### config.mk
export PLATFORM = sky130hd
export DESIGN_NAME = pixel_stream_unpacker
export DESIGN_NICKNAME = d
export VERILOG_FILES = /design/src/rtl/pixel_stream_unpacker.sv
export SDC_FILE = /design/constraint.sdc
export NUM_CORES = 1
export LEC_CHECK = 0
export BUFFER_PORTS_ARGS = -buffer_cell sky130_fd_sc_hd__buf_4
export CAP_MARGIN = 25
export CELL_PAD_IN_SITES_DETAIL_PLACEMENT = 1
export CELL_PAD_IN_SITES_GLOBAL_PLACEMENT = 2
export CORE_MARGIN = 8
export CORE_UTILIZATION = 50
export CTS_CLUSTER_SIZE = 10
export DETAILED_ROUTE_END_ITERATION = 10
export PLACE_DENSITY_LB_ADDON = 0.2
export RECOVER_POWER = 25
export SYNTH_ARGS = -nofsm -noshare
export SYNTH_HDL_FRONTEND = slang
export SYNTH_SLANG_ARGS = --single-unit
export TNS_END_PERCENT = 30
### constraint.sdc
create_clock -name SYSTEM_CLK -period 13.2 [get_ports SYSTEM_CLK]
set_input_delay 2.64 -clock SYSTEM_CLK [delete_from_list [all_inputs] [get_ports SYSTEM_CLK]]
set_output_delay 2.64 -clock SYSTEM_CLK [all_outputs]
set_load 0.01 [all_outputs]
### src/rtl/pixel_stream_unpacker.sv
// Captures strobed readout words into a small FIFO and replays them as a
// one-pixel-per-cycle valid/ready stream tagged with x/y and frame markers.
module pixel_stream_unpacker #(
  parameter int WIDTH                  = 100,
  parameter int HEIGHT                 = 100,
  parameter int OUTPUT_BUS_PIXEL_WIDTH = 10,
  parameter int BIT_DEPTH              = 10,
  parameter int FIFO_DEPTH             = 4
) (
  input  logic                                        SYSTEM_CLK,
  input  logic                                        SYSTEM_RESET,
  input  logic                                        DATA_OUT_CLK,
  input  logic [OUTPUT_BUS_PIXEL_WIDTH*BIT_DEPTH-1:0] DATA_OUT,
  output logic [BIT_DEPTH-1:0]                        PIXEL_OUT,
  output logic                                        PIXEL_VALID,
  input  logic                                        PIXEL_READY,
  output logic [$clog2(WIDTH)-1:0]                    PIXEL_X,
  output logic [$clog2(HEIGHT)-1:0]                   PIXEL_Y,
  output logic                                        FRAME_START,
  output logic                                        FRAME_END,
  output logic                                        OVERFLOW
);

  localparam int BUS_W = OUTPUT_BUS_PIXEL_WIDTH * BIT_DEPTH;
  localparam int WPR   = WIDTH / OUTPUT_BUS_PIXEL_WIDTH;
  localparam int XW    = $clog2(WIDTH);
  localparam int YW    = $clog2(HEIGHT);
  localparam int CW    = (WPR > 1) ? $clog2(WPR) : 1;
  localparam int LW    = (OUTPUT_BUS_PIXEL_WIDTH > 1) ? $clog2(OUTPUT_BUS_PIXEL_WIDTH) : 1;
  localparam int PW    = $clog2(FIFO_DEPTH);
  localparam int EW    = YW + CW + BUS_W;

  typedef enum logic {IDLE, EMIT} state_t;

  logic [EW-1:0]    r_mem [FIFO_DEPTH];
  logic [PW:0]      r_wptr;
  logic [PW:0]      r_rptr;
  logic             r_dclk_q;
  logic [CW-1:0]    r_wr_col;
  logic [YW-1:0]    r_wr_row;
  state_t           r_state;
  logic [BUS_W-1:0] r_word;
  logic [LW-1:0]    r_lane;
  logic [XW-1:0]    r_x;
  logic [YW-1:0]    r_y;
  logic             r_overflow;

  logic             w_strobe;
  logic             w_empty;
  logic             w_full;
  logic             w_hs;
  logic             w_last;
  logic             w_pop;
  logic             w_push;
  logic [EW-1:0]    w_rd_entry;
  logic [BUS_W-1:0] w_rd_word;
  logic [CW-1:0]    w_rd_col;
  logic [YW-1:0]    w_rd_row;
  logic [XW-1:0]    w_rd_x;

  assign w_strobe = DATA_OUT_CLK & ~r_dclk_q;
  assign w_empty  = (r_wptr == r_rptr);
  assign w_full   = (r_wptr[PW] != r_rptr[PW]) && (r_wptr[PW-1:0] == r_rptr[PW-1:0]);
  assign w_hs     = (r_state == EMIT) && PIXEL_READY;
  assign w_last   = (r_lane == LW'(OUTPUT_BUS_PIXEL_WIDTH - 1));
  assign w_pop    = !w_empty && ((r_state == IDLE) || (w_hs && w_last));
  // A pop in the same cycle frees a slot, so a strobe into a full FIFO still lands.
  assign w_push   = w_strobe && (!w_full || w_pop);

  assign w_rd_entry                      = r_mem[r_rptr[PW-1:0]];
  assign {w_rd_row, w_rd_col, w_rd_word} = w_rd_entry;
  assign w_rd_x                          = XW'(w_rd_col) * XW'(OUTPUT_BUS_PIXEL_WIDTH);

  always_ff @(posedge SYSTEM_CLK) begin
    if (w_push) r_mem[r_wptr[PW-1:0]] <= {r_wr_row, r_wr_col, DATA_OUT};
  end

  // Word index is tracked as a (row, column) pair so the read side needs no divider.
  always_ff @(posedge SYSTEM_CLK or posedge SYSTEM_RESET) begin
    if (SYSTEM_RESET) begin
      r_dclk_q   <= 1'b1;
      r_wptr     <= '0;
      r_rptr     <= '0;
      r_wr_col   <= '0;
      r_wr_row   <= '0;
      r_state    <= IDLE;
      r_word     <= '0;
      r_lane     <= '0;
      r_x        <= '0;
      r_y        <= '0;
      r_overflow <= 1'b0;
    end else begin
      r_dclk_q <= DATA_OUT_CLK;
      if (w_push) r_wptr <= r_wptr + 1'b1;
      if (w_pop)  r_rptr <= r_rptr + 1'b1;
      if (w_strobe && w_full && !w_pop) r_overflow <= 1'b1;

      if (w_strobe) begin
        if (r_wr_col == CW'(WPR - 1)) begin
          r_wr_col <= '0;
          r_wr_row <= (r_wr_row == YW'(HEIGHT - 1)) ? '0 : r_wr_row + 1'b1;
        end else begin
          r_wr_col <= r_wr_col + 1'b1;
        end
      end

      case (r_state)
        IDLE: begin
          if (!w_empty) begin
            r_word  <= w_rd_word;
            r_lane  <= '0;
            r_x     <= w_rd_x;
            r_y     <= w_rd_row;
            r_state <= EMIT;
          end
        end
        EMIT: begin
          if (PIXEL_READY) begin
            if (!w_last) begin
              r_word <= r_word >> BIT_DEPTH;
              r_lane <= r_lane + 1'b1;
              r_x    <= r_x + 1'b1;
            end else if (!w_empty) begin
              r_word <= w_rd_word;
              r_lane <= '0;
              r_x    <= w_rd_x;
              r_y    <= w_rd_row;
            end else begin
              r_state <= IDLE;
            end
          end
        end
        default: r_state <= IDLE;
      endcase
    end
  end

  assign PIXEL_OUT   = r_word[BIT_DEPTH-1:0];
  assign PIXEL_VALID = (r_state == EMIT);
  assign PIXEL_X     = r_x;
  assign PIXEL_Y     = r_y;
  assign FRAME_START = (r_state == EMIT) && (r_x == '0) && (r_y == '0);
  assign FRAME_END   = (r_state == EMIT) && (r_x == XW'(WIDTH - 1)) && (r_y == YW'(HEIGHT - 1));
  assign OVERFLOW    = r_overflow;

endmodule

==> summary.txt <==
Worst hold path
  • Min-delay src: r_word[97]
  • Min-Delay Path Class: register to register
  • Hold Path Depth: 1
  • Worst Hold End: r_word[97]

Synthesis
  • Post-synth ARST share: 23.7%
  • Top-count cell post-synth: edfxtp_1
  • Post-Synth Simple-Gate Area: 2.52%
  • Synth Area in Compound Gates: 6.31%
  • Net Count, Synth: 1333
  • Post-Syn Area: 22300 sq um
  • Ys flop type: edfxtp_1
  • Sequential area share after synthesis: 75.3%
  • Seq cells post-synth: 582
  • Synth area leaders: edfxtp_1 (60%), dfrtp_1 (15%), mux4_2 (11%)
  • Synthesized instance count: 1215
  • Most common library cells after synthesis: edfxtp_1 (444), dfrtp_1 (137), mux4_2 (111)
  • Number of enable flip-flop cells after synthesis: 444
  • Post-synthesis mux area share: 11.4%
  • Synth unique cells: 56
  • Biggest area consumer among synthesized cells: edfxtp_1
  • XOR/XNOR share of the synthesized area: 0.589%
  • Post-synth top area share: 59.8%
  • Post-synthesis adder-cell area fraction: 0.819%
  • Largest family of logic cells by synthesized area: multiplexers
  • Average size of a mapped cell: 18.3 sq um
  • Yosys Warn Count: 0

Timing
  • Fin Hold WS: 0.505 ns
  • Setup violations, final: 0
  • Clk_skew: 0.0122 ns
  • Worst slew margin: 29.7%
  • Final period utilization: 43.1%
  • Period minus WS final: 5.69 ns
  • Slew @ Worst Pin: 1.05 ns
  • Fmax: 0.176 GHz
  • Fin. Hold Viols: 0
  • Setup TNS: 0 ns
  • Unrepaired setup endpoints after global routing: false
  • Pins Over Slew Limit: 0

Detailed routing
  • Routed vias/inst: 5.73
  • DR vias: 11.5k
  • DRC Markers: 0
  • Avg WL per Cell: 24.9 um
  • DRT Pass-1 Iters: 5
  • Total wire length: 49900 um
  • Iteration-0 DRC Markers: 748
  • Antenna-violating nets left: 0

Worst setup path
  • Most used cell, CP: buf_4
  • Worst path cell trace: clkbuf_1 -> nor2b_1 -> o21ai_1 -> nor2_4 -> buf_4 -> buf_4
  • Startpoint Class: primary input
  • Crit Path Class: primary input to register
  • Crit path depth: 6
  • Reg2Reg Depth: 6
  • CP required: 13.38 ns
  • Critical path buffer and inverter count: 3
  • R2R Path End: r_mem[1][20]
  • Critical R2R Launch: r_rptr[1]
  • Crit-path max FO: 50
  • Type of element capturing the critical path: register
  • Internal reg-to-reg setup slack: 8.85 ns
  • Top delay family on crit path: buffers and inverters
  • Critical path data arrival time: 5.87 ns
  • Max incr delay on CP: 0.75 ns
  • Critical path's slowest cell: buf_4

Layout
  • Post-layout nets: 1479
  • Filler cell count: 4049
  • Share of post-route cells with drive strength above 1: 19.9%
  • P&R area growth vs syn: 14.9%
  • Ant diodes: 0

Clock tree
  • CTS root buffer: clkbuf_16
  • Hold buffer count at CTS: 0
  • CTS tree: built
  • CTS Buf Count: 69
  • Clock Sinks: 582
  • Clk_lat worst skew: 0.57 ns
  • # H-tree levels: 3
  • Post_cts resized: 0
  • Post-CTS Setup Inserts: 0
  • Worst-path clk slew: 0.05 ns
  • Bufs on Longest Clock Path: 3

GRT
  • Initial antenna violation count: 0
  • GR Overflow Total: 0
  • Largest net degree at the start of global routing: 91
  • Vias in the first global route: 12.9k
  • Overall global routing resource usage: 19.8%
  • First-pass GRT wire length: 77200 um

Placed design
  • PortBufs: 131
  • DP HPWL: 28600 um
  • Placer congestion estimate: 0.708

Flow run
  • Max_cap viols: 0

Power and ir drop
  • PD cells: 214 nW/um^2
  • Max VDD drop: 144 uV
  • Static leakage: 8.92 nW

Die
  • Core Area: 44100 sq um
  • Die H: 227 um
  • Row cnt: 77
  • Initial core utilization: 50.5%
  • Chip width: 227 um
  • DIE AREA: 51600 sq um
  • I/O Pins: 132

Run status
  • Status: finished, final reports clean
[final cells by class]
cell class / count / area (sq um) / area share (%)
Timing Repair Buffer: 147 / 866 / 3.38
Clock buffer: 119 / 1990 / 7.76
Sequential cell: 582 / 16800 / 65.6
Tap cell: 592 / 741 / 2.89
Clock inverter: 3 / 17.5 / 0.0684
Multi-Input combinational cell: 472 / 4860 / 19.0
Inverter: 89 / 342 / 1.33
[sequential cells by signal, indices dropped and copies added, names as in the netlist, 3 cells and up]
| signal | cells |
|---|---|
| r_mem | 444 |
| r_word | 100 |
| PIXEL_X | 7 |
| PIXEL_Y | 7 |
| r_wr_row | 7 |
| r_lane | 4 |
| r_wr_col | 4 |
| r_rptr | 3 |
| r_wptr | 3 |
[through the flow]
| stage | area (sq um) | power, mW | utilization (%) | setup slack [ns] | std cells |
|---|---|---|---|---|---|
| detailed placement | 23800 | 3.86 | 54.0 | 6.89 | 1881 |
| global route | 25600 | 5.75 | 58.0 | 7.23 | 2004 |
| CTS | 25900 | 5.57 | 58.6 | 7.47 | 2003 |
| floorplan | 22300 | 3.45 | - | 4.76 | 1215 |
| global placement | 23800 | 3.82 | 54.0 | 7.06 | 1881 |
| finish | 25600 | 5.48 | 58.0 | 7.51 | 2004 |
[worst max path at each step]
stage,start,to,slack (ns)
finish,DATA_OUT_CLK,r_mem[1][20],7.51
global route,DATA_OUT_CLK,r_mem[1][32],7.23
CTS,PIXEL_READY,r_mem[1][18],7.47
detailed placement,PIXEL_READY,r_mem[0][104],6.89
global placement,PIXEL_READY,r_mem[1][29],7.06
floorplan,PIXEL_READY,r_mem[0][0],4.76
[worst reg2reg max path, stage by stage, from the launching register on]
cell	delay (ns)
dfrtp_4	1.05
xnor2_1	0.28
nand3_1	0.21
o21ai_1	0.27
nor2_4	0.66
buf_4	0.66
buf_4	0.80
[cell usage in the layout, fill, tap and decap left out, types with 11 or more instances in the layout]
master	Yosys	final
a21oi_1	23	23
a22o_1	11	11
a22oi_1	60	60
buf_4	11	73
clkbuf_1	21	117
clkbuf_16	0	71
dfrtp_1	137	135
edfxtp_1	444	444
ha_1	13	13
inv_1	89	87
mux4_2	111	111
nand2_1	34	33
nand3_1	15	15
nor2_1	34	31
o21ai_0	13	13
o21ai_1	58	58
o22ai_1	22	22
xnor2_1	11	11
[report_power, final]
part | leakage, nW | total, mW | internal (mW) | switching, mW
clock | 0.960 | 1.69 | 1.01 | 0.679
sequential | 5.73 | 2.60 | 2.34 | 0.254
combinational | 2.23 | 1.19 | 0.568 | 0.623
total | 8.92 | 5.48 | 3.93 | 1.56
[cell families after synthesis]
logic type / Yosys count
DFF: 582
AOI/OAI and AO/OA: 213
buffers and inverters: 161
and+or+nand+nor: 116
muxes: 114
xor gates and xnor gates: 15
adders and majority gates: 14
[layer usage]
metal  vias to the layer above  GRT usage (%)  wire (um)
met5                         -              0          0
met4                         0           5.77       1200
met3                        82           3.41       1820
met2                       229           34.3      25800
met1                      6116           25.7      21000
li1                       5064              -          -
Note: power is estimated with default switching activity, not from simulation.
